[config.mk]
export PLATFORM = sky130hd
export DESIGN_NAME = shape_scheduler
export DESIGN_NICKNAME = d
export VERILOG_FILES = /design/src/rtl/shape_scheduler.sv
export SDC_FILE = /design/constraint.sdc
export NUM_CORES = 1
export LEC_CHECK = 0
export CAP_MARGIN = 10
export CORE_MARGIN = 8
export CORE_UTILIZATION = 36
export CTS_BUF_LIST = sky130_fd_sc_hd__clkbuf_4 sky130_fd_sc_hd__clkbuf_8 sky130_fd_sc_hd__clkbuf_16
export DETAILED_ROUTE_END_ITERATION = 10
export REMOVE_ABC_BUFFERS = 1
export SYNTH_ARGS = -nofsm -noshare
export SYNTH_HDL_FRONTEND = slang
export SYNTH_SLANG_ARGS = --single-unit
[constraint.sdc]
create_clock -name sysclk -period 2.1 [get_ports sysclk]
set_clock_uncertainty 0.2 [all_clocks]
set_input_delay 0.63 -clock sysclk [delete_from_list [all_inputs] [get_ports sysclk]]
set_output_delay 0.63 -clock sysclk [all_outputs]
set_load 0.02 [all_outputs]
[src/rtl/shape_scheduler.sv]
// Round-robin scheduler that hands a single output channel to one of four
// shape generators at a time, with a blanking guard before each new grant.
module shape_scheduler #(
  parameter int DWELL_CYCLES = 50000,
  parameter int GUARD_CYCLES = 4
) (
  input  logic       sysclk,
  input  logic       Reset_N,
  input  logic [3:0] Enable_SW,
  input  logic [3:0] Pulse_In,
  output logic [3:0] Shape_En,
  output logic [1:0] Sel,
  output logic       Pulse_Out,
  output logic       Blank,
  output logic       Busy
);

  localparam int MAX_CYCLES = (DWELL_CYCLES > GUARD_CYCLES) ? DWELL_CYCLES : GUARD_CYCLES;
  localparam int CW         = (MAX_CYCLES > 1) ? $clog2(MAX_CYCLES) : 1;
  localparam logic [CW-1:0] GUARD_LAST = CW'(GUARD_CYCLES - 1);
  localparam logic [CW-1:0] DWELL_LAST = CW'(DWELL_CYCLES - 1);

  typedef enum logic [1:0] {IDLE, GUARD, RUN} state_t;

  state_t        state_q, state_d;
  logic [3:0]    sync1_q, sync2_q;
  logic [1:0]    sel_q, sel_d;
  logic [1:0]    last_q, last_d;
  logic [CW-1:0] cnt_q, cnt_d;

  logic [3:0]    req;
  logic [3:0]    cand;
  logic          pick;
  logic          found;
  logic [1:0]    win;
  logic [1:0]    idx;

  assign req = sync2_q;

  always_ff @(posedge sysclk) begin
    if (!Reset_N) begin
      state_q <= IDLE;
      sync1_q <= '0;
      sync2_q <= '0;
      sel_q   <= 2'd0;
      last_q  <= 2'd3;
      cnt_q   <= '0;
    end else begin
      state_q <= state_d;
      sync1_q <= Enable_SW;
      sync2_q <= sync1_q;
      sel_q   <= sel_d;
      last_q  <= last_d;
      cnt_q   <= cnt_d;
    end
  end

  // Decide whether this cycle ends the current ownership, and which
  // requests are eligible; a dropped request excludes its own index.
  always_comb begin
    cand = req;
    pick = 1'b0;
    case (state_q)
      IDLE:  pick = 1'b1;
      GUARD: begin
        if (!req[sel_q]) begin
          pick        = 1'b1;
          cand[sel_q] = 1'b0;
        end
      end
      RUN: begin
        if (!req[sel_q]) begin
          pick        = 1'b1;
          cand[sel_q] = 1'b0;
        end else if (cnt_q == DWELL_LAST) begin
          pick = 1'b1;
        end
      end
      default: pick = 1'b1;
    endcase
  end

  // Search order last+1, last+2, last+3, last: the current owner wins only
  // if nobody else is asking.
  always_comb begin
    found = 1'b0;
    win   = 2'd0;
    idx   = 2'd0;
    for (int k = 1; k <= 4; k++) begin
      idx = last_q + 2'(k);
      if (cand[idx] && !found) begin
        found = 1'b1;
        win   = idx;
      end
    end
  end

  always_comb begin
    state_d = state_q;
    sel_d   = sel_q;
    last_d  = last_q;
    cnt_d   = cnt_q;
    if (pick) begin
      cnt_d = '0;
      if (!found) begin
        state_d = IDLE;
      end else if (!(state_q == RUN && win == sel_q)) begin
        state_d = GUARD;
        sel_d   = win;
        last_d  = win;
      end
    end else if (state_q == GUARD && cnt_q == GUARD_LAST) begin
      state_d = RUN;
      cnt_d   = '0;
    end else begin
      cnt_d = cnt_q + 1'b1;
    end
  end

  // Enable is decoded from the registered grant, so it is one-hot by construction.
  generate
    for (genvar gi = 0; gi < 4; gi++) begin : g_en
      assign Shape_En[gi] = (state_q != IDLE) && (sel_q == 2'(gi));
    end
  endgenerate

  assign Sel       = sel_q;
  assign Blank     = (state_q == GUARD);
  assign Busy      = (state_q != IDLE);
  assign Pulse_Out = (state_q == RUN) && Pulse_In[sel_q];

endmodule

==> run_results.csv <==
group,metric,value,unit
run_status,status,"complete, but fails checks",
run_status,violations,"setup timing",
timing,finalCritPeriodShare,108,%
grt,grt_usage,11.6,%
logic_synthesis,synth-async-reset-ratio,0,%
grt,grt_pass1_wl,5830,um
clocking,numCtsBuffers,5,
layout,drive_gt1_share,34.3,%
logic_synthesis,synth_top_family_by_area,"simple AND/OR/NAND/NOR gates",
clocking,clk_latency,0.28,ns
logic_synthesis,synth_fa_ha_area_share,3.47,%
logic_synthesis,syn_avg_cell_area,9.31,um^2
logic_synthesis,synth_top_cell_area_share,41.6,%
floorplan,ios,19,
power,power.internal,1.10,mW
route,vias,1245,
timing,worst_slack,-0.160,ns
setup_path,start_kind,"input pin",
clocking,cts_tree,"yes",
logic_synthesis,netlist_area,1440,um^2
route,route.detailed.drc,0,
logic_synthesis,ys_ff_latch,30,
logic_synthesis,synth_compound_area_share,9.19,%
logic_synthesis,synth_area_leaders,"dfxtp_1 42%, xor2_1 7.9%, and2_1 5.2%",
route,via_per_inst,5.02,
logic_synthesis,yosys_warnings,0,
logic_synthesis,synth-simple-area-share,26.9,%
layout,nFillCells,361,
logic_synthesis,synth_mux_area_share,5.12,%
grt,antenna_found_initial,0,
placed_design,io_buffer_count,18,
clocking,cts-root-buf,"clkbuf_8",
timing,slew_viol_final,0,
logic_synthesis,synthDistinctLibCells,39,
power,ir_worst_vdd,0.352,mV
logic_synthesis,synth_area_leader_cell,"dfxtp_1",
layout,syn_to_final_growth,41.3,%
setup_path,worstSetupPathType,"input pin to primary output",
timing,setup_viol,1,
route,wl_per_cell,14.2,um
setup_path,slowest_delay,0.44,ns
placed_design,dp_hpwl,2610,um
setup_path,cp_max_fo,1,
power,seqPwrFrac,41.9,%
timing,min_period,2.26,ns
timing,worstMarginPinSlew,0.428,ns
clocking,clk_pin_slew,0.06,ns
route,drt-initial-drc-count,47,
timing,fin_hold_ws,0.234,ns
placed_design,gp_congestion,0.826,
placed_design,post-place-ws,-0.941,ns
power,clkPwrFrac,40.3,%
grt,grt_max_degree,16,
clocking,htree_levels,2,
logic_synthesis,ys.flop_type,"dfxtp_1",
setup_path,worstPathRequired,1.27,ns
worst_hold_path,min_path_type,"flip-flop to flip-flop",
timing,grt_setup_unrepaired,"yes",
setup_path,cp-end-kind,"primary output",
timing,slew_headroom,71.5,%
layout,final_util,51.7,%
layout,layout_commonest_cell,"dfxtp_1",
setup_path,critPathSlowestCell,"mux4_2",
logic_synthesis,synth_cells,155,
setup_path,cp.arrival,1.43,ns
logic_synthesis,synth_xor_area_share,9.71,%
clocking,cts.sinks,30,
power,switching_share,23.9,%
route,wl,3530,um
layout,nets,212,
power,powerDensity,712,nW/um^2
power,p_sw,347,uW
power,leakage,0.819,nW
layout,diodes,0,
floorplan,rows,23,
floorplan,die_h,79.3,um
grt,grt_pass1_vias,1311,
power,p_comb_share,17.8,%
floorplan,coreArea,3940,um^2
layout,final_cell_mix,"28 x dfxtp_1, 21 x buf_4, 17 x nor2_1",
timing,hold_violations,0,
floorplan,initial_core_util,36.6,%
route,postRouteAntennaNets,0,
logic_synthesis,ys_seq_area_share,41.6,%
floorplan,die_w,79.3,um
route,first_pass_iters,4,
timing,fmax,442,MHz
run,max_cap_viol_count,0,
grt,overflow,0,
floorplan,dieArea,6290,um^2
clocking,clock_path_buffers,2,
setup_path,crit_chain,"buf_6 > mux4_2 > and2_4 > buf_6",
setup_path,path_common_cell,"buf_6",
logic_synthesis,synth_edf_count,0,
==> state kept, by name, indices dropped and copies added, names as in the netlist <==
register  cells
Sel           2
last_q        2
sync1_q       4
req           4
cnt_q        16
state_q       2
==> cell families (layout without fill, tap and decap cells) <==
logic type / after synthesis / after routing
and+or+nand+nor: 71 / 71
adders and majority gates: 4 / 4
muxes: 4 / 4
xor gates and xnor gates: 16 / 16
AOI/OAI and AO/OA: 17 / 17
buffers and inverters: 13 / 56
DFF: 30 / 30
==> what timing repair did <==
action                                  CTS  global route
hold buffers                              0             0
pin swaps                                 3             5
endpoints found under the setup margin   15            27
resized for setup                        65            10
buffers inserted                          1             0
==> per-layer routing <==
metal  track usage [%]  share of wire (%)  vias to the layer above
li1                  -                  -                      626
met1              12.4                 43                      595
met2              20.6                 53                       19
met3              3.72                2.9                        5
met4              4.44               0.91                        0
met5                 0                  0                        -
==> cell usage after synthesis, types with 3 or more instances <==
cell type,count
nand2b_1,5
dfxtp_1,30
xnor2_1,3
nor4_1,3
nand3_1,7
and2_1,12
nor2_1,17
ha_1,4
xor2_1,13
and4_1,3
clkbuf_1,3
a21oi_1,3
nand2_1,6
and3_1,3
nor3_1,6
inv_1,8
nand4_1,5
==> critical path: cells and delay by family <==
kind,cells,cell delay [ns]
and+or+nand+nor,1,0.15
muxes,1,0.44
buffers and inverters,2,0.21
==> worst paths after layout <==
check | slack (ns) | cells past startpoint | start | endpoint
min reg2reg | 0.23 | 1 | sync1_q[2] | req[2]
max reg2reg | 0 | 6 | Sel[1] | last_q[0]
max | -0.16 | 4 | Pulse_In[3] | Pulse_Out
min | 0.23 | 1 | sync1_q[2] | req[2]
==> power by group through the flow <==
stage               logic [mW]  registers (mW)  clock network (mW)
global placement         0.229           0.617                   0
global route             0.277           0.610               0.635
floorplan                0.114           0.623                   0
detailed placement       0.234           0.619                   0
finish                   0.258           0.608               0.585
CTS                      0.250           0.606               0.611
==> metrics by stage <==
stage	std cells	area (um^2)	setup TNS (ns)	power [mW]
final	248	2040	-0.160	1.45
after global routing	248	2040	-0.535	1.52
after CTS	248	1990	-0.186	1.47
after detailed placement	240	1840	-2.33	0.852
after global placement	240	1840	-1.64	0.846
after floorplan	150	1420	-0.202	0.737
==> cell type report <==
type | instances | area (um^2) | area share [%]
Clock buffer | 6 | 82.6 | 4.05
Clock inverter | 1 | 30.0 | 1.47
Inverter | 8 | 30.0 | 1.47
Multi-Input combinational cell | 112 | 872 | 42.8
Sequential cell | 30 | 606 | 29.7
Tap cell | 50 | 62.6 | 3.07
Timing Repair Buffer | 41 | 355 | 17.4
Power figures use the tool's default switching activity.
